File: config.mk
export PLATFORM = sky130hd
export DESIGN_NAME = t03_countdown_timer
export DESIGN_NICKNAME = d
export VERILOG_FILES = /design/src/rtl/t03_countdown_timer.sv
export SDC_FILE = /design/constraint.sdc
export NUM_CORES = 1
export LEC_CHECK = 0
export CAP_MARGIN = 20
export CORE_ASPECT_RATIO = 0.75
export CORE_MARGIN = 2
export CORE_UTILIZATION = 45
export CTS_CLUSTER_SIZE = 24
export DETAILED_ROUTE_END_ITERATION = 8
export GPL_TIMING_DRIVEN = 0
export PLACE_DENSITY = 0.82
export SLEW_MARGIN = 30
export SYNTH_ARGS = -nofsm -noshare
export SYNTH_HDL_FRONTEND = slang
export SYNTH_SLANG_ARGS = --single-unit
File: constraint.sdc
create_clock -name hwclk -period 3.8 [get_ports hwclk]
set_input_delay 0.76 -clock hwclk [delete_from_list [all_inputs] [get_ports hwclk]]
set_output_delay 0.76 -clock hwclk [all_outputs]
set_load 0.02 [all_outputs]
File: src/rtl/t03_countdown_timer.sv
// Two-digit BCD countdown timer with tick prescaler.
// Ticks come from an upstream divider; clear > start > pause > tick.
module t03_countdown_timer #(
  parameter int unsigned TICKS_PER_STEP = 1
) (
  input  logic       hwclk,
  input  logic       rst,
  input  logic       tick,
  input  logic       start,
  input  logic       pause,
  input  logic       clear,
  input  logic [7:0] load_val,
  output logic [7:0] count_bcd,
  output logic       running,
  output logic       done,
  output logic       expired
);

  typedef enum logic [1:0] {
    IDLE,
    RUN,
    PAUSED,
    DONE
  } state_t;

  localparam logic [7:0] PRE_MAX = 8'(TICKS_PER_STEP - 1);

  state_t     state_q, state_d;
  logic [7:0] cnt_q, cnt_d;
  logic [7:0] pre_q, pre_d;
  logic       exp_q, exp_d;
  logic [7:0] ld;

  function automatic logic [3:0] clamp9(input logic [3:0] d);
    return (d > 4'd9) ? 4'd9 : d;
  endfunction

  function automatic logic [7:0] bcd_dec(input logic [7:0] v);
    if (v[3:0] == 4'd0)
      return {v[7:4] - 4'd1, 4'd9};
    else
      return {v[7:4], v[3:0] - 4'd1};
  endfunction

  assign ld = {clamp9(load_val[7:4]), clamp9(load_val[3:0])};

  always_comb begin
    state_d = state_q;
    cnt_d   = cnt_q;
    pre_d   = pre_q;
    exp_d   = 1'b0;
    if (clear) begin
      state_d = IDLE;
      cnt_d   = 8'h00;
      pre_d   = 8'd0;
    end else if (start) begin
      cnt_d = ld;
      pre_d = 8'd0;
      if (ld == 8'h00) begin
        state_d = DONE;
        exp_d   = 1'b1;
      end else begin
        state_d = RUN;
      end
    end else begin
      case (state_q)
        RUN: begin
          if (pause) begin
            state_d = PAUSED;
          end else if (tick) begin
            if (pre_q < PRE_MAX) begin
              pre_d = pre_q + 8'd1;
            end else begin
              pre_d = 8'd0;
              cnt_d = bcd_dec(cnt_q);
              // Last step lands in DONE on the same edge
              if (cnt_q == 8'h01) begin
                state_d = DONE;
                exp_d   = 1'b1;
              end
            end
          end
        end
        PAUSED: begin
          if (!pause) state_d = RUN;
        end
        default: begin
        end
      endcase
    end
  end

  always_ff @(posedge hwclk or posedge rst) begin
    if (rst) begin
      state_q <= IDLE;
      cnt_q   <= 8'h00;
      pre_q   <= 8'd0;
      exp_q   <= 1'b0;
    end else begin
      state_q <= state_d;
      cnt_q   <= cnt_d;
      pre_q   <= pre_d;
      exp_q   <= exp_d;
    end
  end

  assign count_bcd = cnt_q;
  assign running   = (state_q == RUN);
  assign done      = (state_q == DONE);
  assign expired   = exp_q;

endmodule
* Yosys cells after proc, flatten, opt, wreduce, memory -nomap -nowiden
Cells that the tools add are included.
** Storage, ports and cells
- Memory bits (writable) :: 0
- Latch bits :: 0
- Bits in registers :: 19
- Memories :: 0
- Memory bits (read-only) :: 0
- Output and inout bits :: 11
** Operators by class
- Shifts and indexed selects :: 0
- Divide/modulo/power cells :: 0
- $mul :: 0
- Equality and inequality tests :: 10
- Bitwise gates (word level) :: 0
- $add $sub $neg :: 3
- Reduce and logical (&&, ||, !) cells :: 10
- Muxes and demuxes :: 32
- $lt $le $gt $ge :: 3
** Operators by type and width (count)
- 2-to-1 mux 8 bit :: 13
- 2-to-1 mux 2 bit :: 8
- != test 5 bit (second input constant) :: 2
- AND reduction 5 bit :: 2
- nonzero test 3 bit :: 3
- adder 8 x 1 -> 8 bit (second input constant) :: 1
- == test 8 x 1 -> 1 bit (second input constant) :: 1
- greater-than comparator 4 bit (second input constant) :: 2
- zero test 8 bit :: 1
- < comparator 8 x 1 -> 1 bit (second input constant) :: 1
- 2-to-1 mux 1 bit :: 8
- 2-to-1 mux 4 bit :: 2
- subtractor 4 x 1 -> 4 bit (second input constant) :: 2
- != test 5 x 4 -> 1 bit (second input constant) :: 1
- == test 2 bit (second input constant) :: 2
- zero test 4 bit :: 1
- != test 4 bit (second input constant) :: 1
- case mux 2 bit (2 select lines) :: 1
- AND reduction 4 bit :: 1
- nonzero test 4 bit :: 1
- != test 3 x 2 -> 1 bit (second input constant) :: 1
- != test 3 bit (second input constant) :: 1
- AND reduction 3 bit :: 1
- == test 2 x 1 -> 1 bit (second input constant) :: 1

* Logic depth before layout (Yosys ltp)
- Depth after elaboration :: 8
- Mapped depth :: 6
- Gate-level depth less buffers :: 6

* Least setup slack after synthesis
OpenSTA, ideal clock, no wires.
- Path kind :: input port to flip-flop
- Start point :: in start
- End point :: reg state_q[0]
- Slack :: 2.060 ns
- Path buffers :: 1
- Arrival time :: 1.615 ns
- Stages :: 5
- Required time :: 3.675 ns
- Cells stage by stage :: buf_2 > or2_4 > a21oi_2 > o21ai_2 > mux2_2
** Between the ends
- Word-level cells in the longest chain between the ends :: 2
** Ends and longest elaborated chain
- start: declaration :: line 9 : input logic start,
- != test 5 x 4 -> 1 bit (no source line) (tied with other cells)
- AND reduction 5 bit (no source line) or 2-to-1 mux 2 bit (tied branches)
- end signal: assignment :: line 100 : state_q <= state_d;
- end: declaration :: line 28 : state_t state_q, state_d;
Parallel ways exist; a longest one is shown, timed or not.
A chain may end at the register's enable or synchronous reset.

* Worst setup path after layout
- Start point :: reg state_q[1]
- End point :: out running
** Between the ends
- Word-level cells in the longest chain between the ends :: 1
** Ends and longest elaborated chain
- == test 2 x 1 -> 1 bit :: line 108 : assign running = (state_q == RUN);
- end: declaration :: line 14 : output logic running,
No other way between the ends.

==> summary.md <==
Counting every net in the synthesized netlist gives 113. The number of global-route vias before repair was 709. After synthesis, the mean cell area works out to 8.878 um^2. For this run, the number of Yosys warnings is 0. In the synthesized netlist the dominant register cell turns out to be sky130_fd_sc_hd__dfrtp_1. Counting flops with an async set or reset pin after synthesis yields a share of 100.0%. The clock passes through at most 2 buffers.

The number of antenna diodes in the final layout is 0. For the number of nets in the final layout, the log shows 140. Cells with a size suffix above 1 make up 14.17% of the layout. The count of nets left with antenna violations once routing finished came out at 0. The number of post-CTS setup repair buffers is 0, and the global route total overflow is 0. Once placement finished, the instance area stood at 1082 um^2. At the pin with the least slew margin, the transition time is 0.4368 ns. After clock tree synthesis, the clock-pin slew on the worst setup and hold paths is 0.07 ns. The top cell type's share of synthesized area was 32.98%; the number of enable flip-flop cells after synthesis was 0. Power spread over the standard cell area amounts to 302.2 nW/um^2. In this run the worst setup path begins at state_q[1]. CTS placed an instance of sky130_fd_sc_hd__clkbuf_4 at the clock tree root. Counting I/O delays and the setup requirement, the final critical path takes 2.326 ns. The tools report the weighted congestion reported at the end of routability-driven placement as 0.7817.

For the number of gates resized after cts, the log shows 0. The slowest cell on the critical path is sky130_fd_sc_hd__clkdlybuf4s50_1. After floorplanning, the core was divided into 13 placement rows. The initial core utilization is 47.95%. The run gives 11 as the total number of clock tree sinks. In the final layout, flip-flops and latches occupy 275.3 um^2. The startpoint identified for the worst hold timing path is state_q[1].

Setup total negative slack on the finished layout was measured at 0 ns. In the final routed layout, each cell accounts on average for 13.53 um. In this run the tool buffered the top-level ports with 22 buffer cells. In the synthesized netlist, the number of instances is 94.

For this run, the slowest stage of the critical path takes 0.62 ns. The min-delay analysis places its worst path in the category reg -> reg. Entering global routing, the biggest net connects 12 pins. The first global-routing pass estimated 3.091 mm of wire. The data required time at the worst endpoint came out at 3.04 ns. From left edge to right edge, the die measures 53.73 um.

At the later pin of the worst-skew pair, clock insertion delay measures 0.26 ns. The final max-slew violation count was 0. Of the available clock period, the critical path in the final layout requires 61.20%. Timing would allow up to 0.4300 GHz. sky130_fd_sc_hd__dfrtp_1 takes more of the synthesized area than any other cell. The type of element launching the critical path was a flip-flop. The tools report the final wirelength as 1.921 mm. Global routing used 19.92% of the available tracks across all layers.

Setup repair after global routing left no endpoint under its margin. Max-cap violations in this run came to 0. Across the VDD grid, the largest voltage drop is 184.7 uV. The die span in y was 41.30 um. The tools report the launching point of the worst reg2reg path as state_q[0].

TritonCTS built the clock tree. The tools report the combined area of all synthesized cells as 834.6 um^2. The start-to-end type of the worst setup path is reg -> out. The clock arrives with 0.004948 ns of skew. In this run, CTS created clock tree buffers numbering 3. The normalized max-slew margin is 70.85%, and the final cell count without fillers is 142.

Relative to the synthesized area, the layout overhead comes to 32.83%. The logs give 1.496 mm for the detailed-placement wirelength estimate and 0 for the cts-stage hold buffer count. For this design the static power due to leakage is 0.4774 nW. The logs give 1 for the H-tree depth and 151 for the number of filler instances in the final layout.

Walking the worst path, the cells encountered are inv_1 -> ha_1 -> clkdlybuf4s50_1. Pin placement for this block handled 25 I/O pins. The first-pass iteration count of the detailed router came out at 4. The worst setup path is captured at an output port. The finished cells cover 1109 um^2. The starting DRC count in detailed routing was 17; the vias after detailed routing was 764. The share of the Yosys chip area taken by registers is 32.98%.

The flow ran to the end, and the final reports show no timing, DRC or antenna violations. The count of final setup violators is 0, and the number of cells in the design after placement is 138. Summing all multi-input logic gate instances after layout gives 503.0 um^2. The count of endpoints failing hold in the final timing report came out at 0. The maximum fanout encountered on the critical timing path is 4, and the count of different cell masters after synthesis is 33. For the placeable core area, the log shows 1740 um^2. The count of state elements after synthesis is 11.

The area of the die was 2219 um^2. The tools report the number of antenna violations at the first check in global routing as 0. Ranked by total cell area, the synthesized netlist is headed by sky130_fd_sc_hd__dfrtp_1 33%, sky130_fd_sc_hd__ha_1 7.5%, sky130_fd_sc_hd__xnor2_1 5.2%. The data arrival time of the critical path was 1.57 ns. In the routed layout, each cell is associated on average with a via count of 5.380.

The final routed DRC violation total was 0.
## worst max-delay path: cells and delay by family (launching register included)
kind,cells,cell delay (ns)
DFF,1,0.41
buffers and inverters,2,0.69
adders and majority gates,1,0.20
## synthesized netlist by cell type (2+ instances only)
| library cell | n |
|---|---|
| sky130_fd_sc_hd__dfrtp_1 | 11 |
| sky130_fd_sc_hd__inv_1 | 10 |
| sky130_fd_sc_hd__o21ai_0 | 7 |
| sky130_fd_sc_hd__a21oi_1 | 6 |
| sky130_fd_sc_hd__nor2_1 | 6 |
| sky130_fd_sc_hd__ha_1 | 5 |
| sky130_fd_sc_hd__xnor2_1 | 5 |
| sky130_fd_sc_hd__nand2b_1 | 4 |
| sky130_fd_sc_hd__buf_2 | 3 |
| sky130_fd_sc_hd__nand2_1 | 3 |
| sky130_fd_sc_hd__nand3_1 | 3 |
| sky130_fd_sc_hd__nor3_1 | 3 |
| sky130_fd_sc_hd__mux2_2 | 2 |
| sky130_fd_sc_hd__nand3b_1 | 2 |
| sky130_fd_sc_hd__nor4_1 | 2 |
| sky130_fd_sc_hd__o211a_1 | 2 |
| sky130_fd_sc_hd__o21a_1 | 2 |
| sky130_fd_sc_hd__o21ai_2 | 2 |
| sky130_fd_sc_hd__o22ai_1 | 2 |
## sequential cells by signal (all words and copies together) (netlist names)
register and flops:
expired 1, state_q 2, count_bcd 8
## report_power, final
part | internal [mW] | switching [mW]
sequential | 0.126 | 0.0130
combinational | 0.0574 | 0.0587
clock | 0.0405 | 0.0389
total | 0.224 | 0.111
## kinds of logic (layout without fill, tap and decap cells)
| logic type | count (synthesis) | after routing | synth area share (%) |
|---|---|---|---|
| multiplexers | 3 | 3 | 4.497 |
| AND/OR/NAND/NOR | 30 | 30 | 22.64 |
| buffers and inverters | 14 | 40 | 6.746 |
| XOR/XNOR | 5 | 5 | 5.247 |
| adder cells (fa/ha/maj) | 5 | 5 | 7.496 |
| AO/OA/AOI/OAI | 26 | 26 | 20.39 |
| flip-flops | 11 | 11 | 32.98 |
## cell usage in the layout (no fill, tap or decap), types with 3 or more instances in the layout
| cell | Yosys | routed |
|---|---|---|
| sky130_fd_sc_hd__a21oi_1 | 6 | 6 |
| sky130_fd_sc_hd__buf_2 | 3 | 3 |
| sky130_fd_sc_hd__nand3_1 | 3 | 3 |
| sky130_fd_sc_hd__xnor2_1 | 5 | 5 |
| sky130_fd_sc_hd__dfrtp_1 | 11 | 11 |
| sky130_fd_sc_hd__inv_1 | 10 | 10 |
| sky130_fd_sc_hd__clkdlybuf4s50_1 | 0 | 22 |
| sky130_fd_sc_hd__nor2_1 | 6 | 6 |
| sky130_fd_sc_hd__clkbuf_4 | 0 | 3 |
| sky130_fd_sc_hd__nor3_1 | 3 | 3 |
| sky130_fd_sc_hd__o21ai_0 | 7 | 7 |
| sky130_fd_sc_hd__ha_1 | 5 | 5 |
| sky130_fd_sc_hd__nand2_1 | 3 | 3 |
| sky130_fd_sc_hd__nand2b_1 | 4 | 4 |
## stage by stage
step / hold slack [ns] / utilization, % / power, mW / setup WS [ns]
detailed placement: 0.5659 / 62.19 / 0.2574 / 1.565
floorplan: 0.5339 / - / 0.2113 / 2.060
global placement: 0.5597 / 62.19 / 0.2536 / 1.618
finish: 0.5849 / 63.70 / 0.3350 / 1.474
global route: 0.6101 / 63.70 / 0.3553 / 1.399
CTS: 0.5834 / 63.70 / 0.3374 / 1.467
## cell type report
type	count	area share (%)
clock buffers	4	2.370
flip-flops and latches	11	24.83
multi-input cells	69	45.37
repair buffers	22	19.86
plain buffers	4	1.693
well taps	22	2.483
inverters	10	3.386
## per-layer routing
layer | track usage (%) | up-vias | share of wire (%)
li1 | - | 387 | -
met1 | 26.15 | 350 | 46
met2 | 33.84 | 25 | 48
met3 | 3.571 | 2 | 5.2
met4 | 6.410 | 0 | 0.88
met5 | 0 | - | 0
## worst paths after layout
kind | endpoint | slack, ns | depth (start not counted)
setup / recovery | running | 1.47 | 3
hold / removal | state_q[1] | 0.58 | 1
setup reg to reg | state_q[0] | 2.12 | 6
hold reg to reg | state_q[1] | 0.58 | 1
max in group asynchronous | count_bcd[6] | 2.70 | 2
min in group asynchronous | state_q[0] | 0.80 | 2
(Power assumes the default switching activity.)
